File: src/rtl/ff_bank_pkg.sv
// Shared encodings for the multimode flip-flop bank: runtime mode select
// and the build-time resolution of an SR-mode S=R=1 request.
package ff_bank_pkg;

    typedef enum logic [1:0] {
        MODE_SR = 2'd0,
        MODE_JK = 2'd1,
        MODE_D  = 2'd2,
        MODE_T  = 2'd3
    } mode_e;

    localparam int PRI_RESET = 0;
    localparam int PRI_SET   = 1;
    localparam int PRI_HOLD  = 2;

endpackage

File: src/rtl/ff_bank_cell.sv
// One bit of the flip-flop bank: next-state selection for the four modes
// and SR conflict detection. Purely combinational; the top owns the flops.
module ff_bank_cell
    import ff_bank_pkg::*;
#(
    parameter int SR_PRIORITY = PRI_RESET
) (
    input  logic       i_q,
    input  logic       i_s,
    input  logic       i_r,
    input  logic       i_en,
    input  logic [1:0] i_mode,
    output logic       o_d,
    output logic       o_conflict
);

    logic w_sr_both;

    always_comb begin
        case (SR_PRIORITY)
            PRI_SET:  w_sr_both = 1'b1;
            PRI_HOLD: w_sr_both = i_q;
            default:  w_sr_both = 1'b0;
        endcase
    end

    always_comb begin
        o_d = i_q;
        if (i_en) begin
            case (mode_e'(i_mode))
                MODE_SR: begin
                    case ({i_s, i_r})
                        2'b01:   o_d = 1'b0;
                        2'b10:   o_d = 1'b1;
                        2'b11:   o_d = w_sr_both;
                        default: o_d = i_q;
                    endcase
                end
                MODE_JK: begin
                    case ({i_s, i_r})
                        2'b01:   o_d = 1'b0;
                        2'b10:   o_d = 1'b1;
                        2'b11:   o_d = ~i_q;
                        default: o_d = i_q;
                    endcase
                end
                MODE_D:  o_d = i_s;
                MODE_T:  o_d = i_q ^ i_s;
                default: o_d = i_q;
            endcase
        end
    end

    assign o_conflict = i_en & (i_mode == MODE_SR) & i_s & i_r;

endmodule

File: src/rtl/ff_bank_multimode.sv
// WIDTH-bit flip-flop bank with runtime SR/JK/D/T mode, clock enable,
// synchronous reset to INIT, and SR-conflict mask / saturating count / sticky flag.
module ff_bank_multimode
    import ff_bank_pkg::*;
#(
    parameter int               WIDTH       = 8,
    parameter logic [WIDTH-1:0] INIT        = {WIDTH{1'b0}},
    parameter int               SR_PRIORITY = PRI_RESET,
    parameter int               CNT_W       = 8
) (
    input  logic             i_clk,
    input  logic             i_rst,
    input  logic             i_en,
    input  logic [1:0]       i_mode,
    input  logic [WIDTH-1:0] i_s,
    input  logic [WIDTH-1:0] i_r,
    input  logic             i_clr_flag,
    output logic [WIDTH-1:0] o_q,
    output logic [WIDTH-1:0] o_q_bar,
    output logic [WIDTH-1:0] o_conflict_mask,
    output logic [CNT_W-1:0] o_conflict_cnt,
    output logic             o_conflict_flag
);

    logic [WIDTH-1:0] r_q;
    logic [WIDTH-1:0] r_mask;
    logic [CNT_W-1:0] r_cnt;
    logic             r_flag;
    logic [WIDTH-1:0] w_d;
    logic [WIDTH-1:0] w_conflict;
    logic             w_any;

    for (genvar i = 0; i < WIDTH; i++) begin : g_cell
        ff_bank_cell #(
            .SR_PRIORITY(SR_PRIORITY)
        ) u_cell (
            .i_q       (r_q[i]),
            .i_s       (i_s[i]),
            .i_r       (i_r[i]),
            .i_en      (i_en),
            .i_mode    (i_mode),
            .o_d       (w_d[i]),
            .o_conflict(w_conflict[i])
        );
    end

    assign w_any = |w_conflict;

    always_ff @(posedge i_clk) begin
        if (i_rst) begin
            r_q    <= INIT;
            r_mask <= '0;
            r_cnt  <= '0;
            r_flag <= 1'b0;
        end else begin
            r_q    <= w_d;
            r_mask <= w_conflict;
            // A conflict in the same cycle as a clear restarts the count at 1.
            if (i_clr_flag && w_any) begin
                r_cnt  <= CNT_W'(1);
                r_flag <= 1'b1;
            end else if (i_clr_flag) begin
                r_cnt  <= '0;
                r_flag <= 1'b0;
            end else if (w_any) begin
                if (r_cnt != {CNT_W{1'b1}})
                    r_cnt <= r_cnt + CNT_W'(1);
                r_flag <= 1'b1;
            end
        end
    end

    assign o_q             = r_q;
    assign o_q_bar         = ~r_q;
    assign o_conflict_mask = r_mask;
    assign o_conflict_cnt  = r_cnt;
    assign o_conflict_flag = r_flag;

endmodule

File: config.mk
export PLATFORM = sky130hd
export DESIGN_NAME = ff_bank_multimode
export DESIGN_NICKNAME = d
export VERILOG_FILES = /design/src/rtl/ff_bank_pkg.sv /design/src/rtl/ff_bank_cell.sv /design/src/rtl/ff_bank_multimode.sv
export SDC_FILE = /design/constraint.sdc
export NUM_CORES = 1
export LEC_CHECK = 0
export ABC_AREA = 0
export ABC_CLOCK_PERIOD_IN_PS = 1300
export CAP_MARGIN = 10
export CORE_MARGIN = 2
export CORE_UTILIZATION = 26
export CTS_CLUSTER_DIAMETER = 100
export CTS_CLUSTER_SIZE = 12
export DETAILED_ROUTE_END_ITERATION = 10
export HOLD_SLACK_MARGIN = 0.1
export PLACE_DENSITY_LB_ADDON = 0.12
export SETUP_SLACK_MARGIN = 0.3
export SLEW_MARGIN = 20
export SYNTH_ARGS = -nofsm -noshare
export SYNTH_HDL_FRONTEND = slang
export SYNTH_SLANG_ARGS = --single-unit
File: constraint.sdc
create_clock -name i_clk -period 1.3 [get_ports i_clk]
set_input_delay 0.13 -clock i_clk [delete_from_list [all_inputs] [get_ports i_clk]]
set_output_delay 0.13 -clock i_clk [all_outputs]
set_load 0.005 [all_outputs]
==> summary.md <==
| Metric | Value |
|---|---|
| Result of the run | `finished, violations left` |
| First-pass GRT wire length | `8424 um` |
| Final worst-path cycle share | `1.036` |
| Clock slew seen by the registers of the worst setup and hold paths | `0.09 ns` |
| Via count | `1799` |
| Nature of the critical path startpoint | `register` |
| Final setup TNS | `-0.1011 ns` |
| Effective utilization at floorplan | `0.2663` |
| Max-Slew Margin vs Limit | `0.7794` |
| Data arrival at the endpoint of the critical path | `1.55 ns` |
| Clk sink count | `25` |
| Unrepaired setup endpoints after global routing | `yes` |
| I/O pin count | `55` |
| Drt drc | `0` |
| Post-detailed-route via-to-cell ratio | `4.697` |
| CP max stage cell | `sky130_fd_sc_hd__or4_1` |
| Routed wire length | `approximately 5300 um` |
| Slew Viols, Final | `0` |
| Number of buffers added by the clock tree synthesis step | `3` |
| Total number of nets in the final design | `approximately 340` |
| Ys flop type | `sky130_fd_sc_hd__dfxtp_1` |
| Worst Slack Setup Final | `-0.04636 ns` |
| Total track usage | `0.1773` |
| Number of enable-type register cells in the synthesized netlist | `0` |
| CTS root buffer | `sky130_fd_sc_hd__clkbuf_8` |
| Max incr delay on CP | `0.46 ns` |
| Category of the most critical setup path | `reg2reg` |
| Layout Area Growth over Synthesis | `123.6%` |
| Sequence of cells on the critical path | `nand4_1, nor2_4, buf_4, or4_1, a21oi_1` |
| Power density of the placed cells | `652.4 nW/um2` |
| Post-synthesis cell count | `165` |
| Final RePlAce weighted congestion | `0.7464` |
| Sort of element at the end of the critical path | `register` |
| Top cells by count, synth | `sky130_fd_sc_hd__dfxtp_1 (25), sky130_fd_sc_hd__nand2_1 (19), sky130_fd_sc_hd__nor2_1 (12), sky130_fd_sc_hd__o21ai_0 (11), sky130_fd_sc_hd__o31ai_1 (11)` |
| Post-route cell area | `between 3000 and 4000 um2` |
| Aggregate global routing overflow | `0` |
| Main area contributors after synthesis | `sky130_fd_sc_hd__dfxtp_1 (37%), sky130_fd_sc_hd__mux2i_1 (6.7%), sky130_fd_sc_hd__o31ai_1 (6.1%)` |
| Floorplan core area | `5075 um2` |
| Tightest Pin Transition | `0.3281 ns` |
| Number of inserted diodes | `0` |
| Per-instance average area after synthesis | `8.190 um2` |
| Vias in the first global route | `about 1800` |
| Count of port buffers added during placement | `54` |
| Die span in y | `approximately 76 um` |
| Highest ir drop seen on vdd | `390.8 uV` |
| Area share of the leading cell type in the synthesized netlist | `0.3704` |
| Max clock buf depth | `2` |
| DRT antenna net count | `0` |
| Worst hold slack after final layout | `~0.19 ns` |
| Violated checks | `negative setup slack` |
| Synthesized Nets | `about 190` |
| Worst setup timing slack at the placement stage | `-0.4295 ns` |
| Minimum clock period | `1.346 ns` |
| Die X | `76.09 um` |
| Data required time of the critical path | `1.51 ns` |
| TritonCTS clock tree | `done` |
| Warnings from Yosys | `0` |
| Skew final | `0.002166 ns` |
| Max Fanout on Critical Path | `5` |
| Placed inst area | `2308 um2` |
| Iter 0 DRT Violations | `146` |
| DP Wirelength | `~3300 um` |
| Flops & latches, synth | `25` |
| Pin count of the biggest net entering global routing | `17` |
| Count of fill cells added during filler insertion | `468` |
| Number of distinct standard cells referenced by the synthesized netlist | `33` |
| Type of the tightest min-delay check | `in2reg` |
| Fraction of final layout cells sized beyond drive strength 1 | `0.6997` |
| Die outline area | `slightly below 6000 um2` |
| Number of max-capacitance violations reported | `0` |
| Achievable frequency | `about 740 MHz` |
| Wire length per cell | `between 10 and 15 um` |
| FP Rows | `26` |
| Pre-Repair DR Iteration Count | `4` |
| CTS H-tree lvls | `1` |
| Leakage dissipation | `between 0.001 and 0.0015 uW` |
| Sequential element share of the synthesized area | `0.3704` |
| Post-synthesis async set-or-reset flop share | `0` |
| Count of endpoints failing setup in the final report | `3` |
| Antenna violations before repair | `0` |
| Skew-Pair Late Insertion Delay | `0.27 ns` |
| Final Hold Violating Endpoints | `0` |
| Most frequent cell after synthesis | `sky130_fd_sc_hd__dfxtp_1` |
| Netlist area before placement | `1351 um2` |
| Cell taking the most area after synthesis | `sky130_fd_sc_hd__dfxtp_1` |
-- power breakdown --
group | total, uW | switching [uW] | internal (uW)
clock network | 483 | 268 | 215
logic | 677 | 278 | 399
registers | 811 | 19.1 | 792
total | 1970 | 566 | 1410
-- metrics by stage --
stage / std cells / util / power, uW
floorplan: 165 / - / 1024
global placement: 318 / 0.4549 / 1282
detailed placement: 318 / 0.4549 / 1293
CTS: 373 / 0.5451 / 1882
global route: 383 / 0.5954 / 2065
finish: 383 / 0.5954 / 1971
-- worst paths after layout --
check	start	endpoint	slack, ns	depth (start not counted)
worst max-delay path	o_conflict_cnt[5]	o_conflict_cnt[4]	-0.05	5
worst min register to register	o_conflict_flag	o_conflict_flag	0.49	2
worst min-delay path	i_r[4]	o_conflict_mask[4]	0.19	4
worst max register to register	o_conflict_cnt[5]	o_conflict_cnt[4]	-0.05	5
-- flip-flops by register name, summed over array words and instances (netlist names) --
name	flops
o_conflict_mask	8
o_conflict_flag	1
o_q	8
o_conflict_cnt	8
-- worst max-delay path, delay by kind of cell (launching register included) --
family / cells / cell delay [ns]
compound gates: 1 / 0.13
simple gates: 3 / 0.69
buf+inv: 1 / 0.14
flops: 1 / 0.33
-- logic make-up (layout without fill, tap and decap cells) --
kind of cell             count (synthesis)  after routing  share of synthesized area
buffers and inverters                   28            176                     0.1074
AND/OR/NAND/NOR                         50             50                     0.1824
multiplexers                             9              9                    0.06667
adder cells (fa/ha/maj)                  1              1                   0.009258
flip-flops                              25             25                     0.3704
AO/OA/AOI/OAI                           52             52                     0.2639
-- placed cells by master (no fill, tap or decap), types with 2 or more instances in the layout --
master / count
sky130_fd_sc_hd__buf_4: 83
sky130_fd_sc_hd__buf_6: 43
sky130_fd_sc_hd__dfxtp_2: 16
sky130_fd_sc_hd__buf_2: 15
sky130_fd_sc_hd__nand2_2: 13
sky130_fd_sc_hd__clkdlybuf4s15_1: 12
sky130_fd_sc_hd__o31ai_1: 10
sky130_fd_sc_hd__o21ai_0: 10
sky130_fd_sc_hd__nor2_1: 8
sky130_fd_sc_hd__a221oi_2: 8
sky130_fd_sc_hd__inv_4: 7
sky130_fd_sc_hd__mux2i_1: 7
sky130_fd_sc_hd__dfxtp_1: 7
sky130_fd_sc_hd__a21oi_1: 6
sky130_fd_sc_hd__dlygate4sd2_1: 6
sky130_fd_sc_hd__a211oi_1: 5
sky130_fd_sc_hd__nand2_1: 4
sky130_fd_sc_hd__nor2_2: 3
sky130_fd_sc_hd__nand4_1: 3
sky130_fd_sc_hd__nand3_1: 3
sky130_fd_sc_hd__a211oi_2: 3
sky130_fd_sc_hd__clkbuf_8: 3
sky130_fd_sc_hd__nand2_4: 2
sky130_fd_sc_hd__a21o_1: 2
sky130_fd_sc_hd__o21ai_2: 2
sky130_fd_sc_hd__mux2i_2: 2
sky130_fd_sc_hd__clkdlybuf4s50_1: 2
sky130_fd_sc_hd__dfxtp_4: 2
-- layer usage --
layer,track usage,wire [um],share of wire,up-vias
met3,0.02844,188,0.035,6
met2,0.3259,2800,0.52,48
li1,-,-,-,897
met4,0.06000,47,0.0088,0
met5,0,0,0,-
met1,0.2088,2299,0.43,848
-- cell type report --
cell class / instances / area (um2) / area share
Clock buffer: 3 / 41.29 / 0.01366
Clock inverter: 1 / 5.005 / 0.001656
Inverter: 9 / 51.30 / 0.01698
Multi-Input combinational cell: 112 / 908.4 / 0.3006
Sequential cell: 25 / 528.0 / 0.1747
Tap cell: 70 / 87.58 / 0.02899
Timing Repair Buffer: 163 / 1400 / 0.4634
-- timing repair --
| item | 4_1_cts | 5_1_grt |
|---|---|---|
| hold buffers | 0 | 0 |
| setup endpoints to repair | 58 | 42 |
| gates resized for setup | 217 | 61 |
| pin swaps | 30 | 14 |
| endpoints found under the hold margin | 0 | 0 |
| setup buffers | 50 | 10 |
| gates cloned | 1 | 0 |
(Power assumes the default switching activity.)
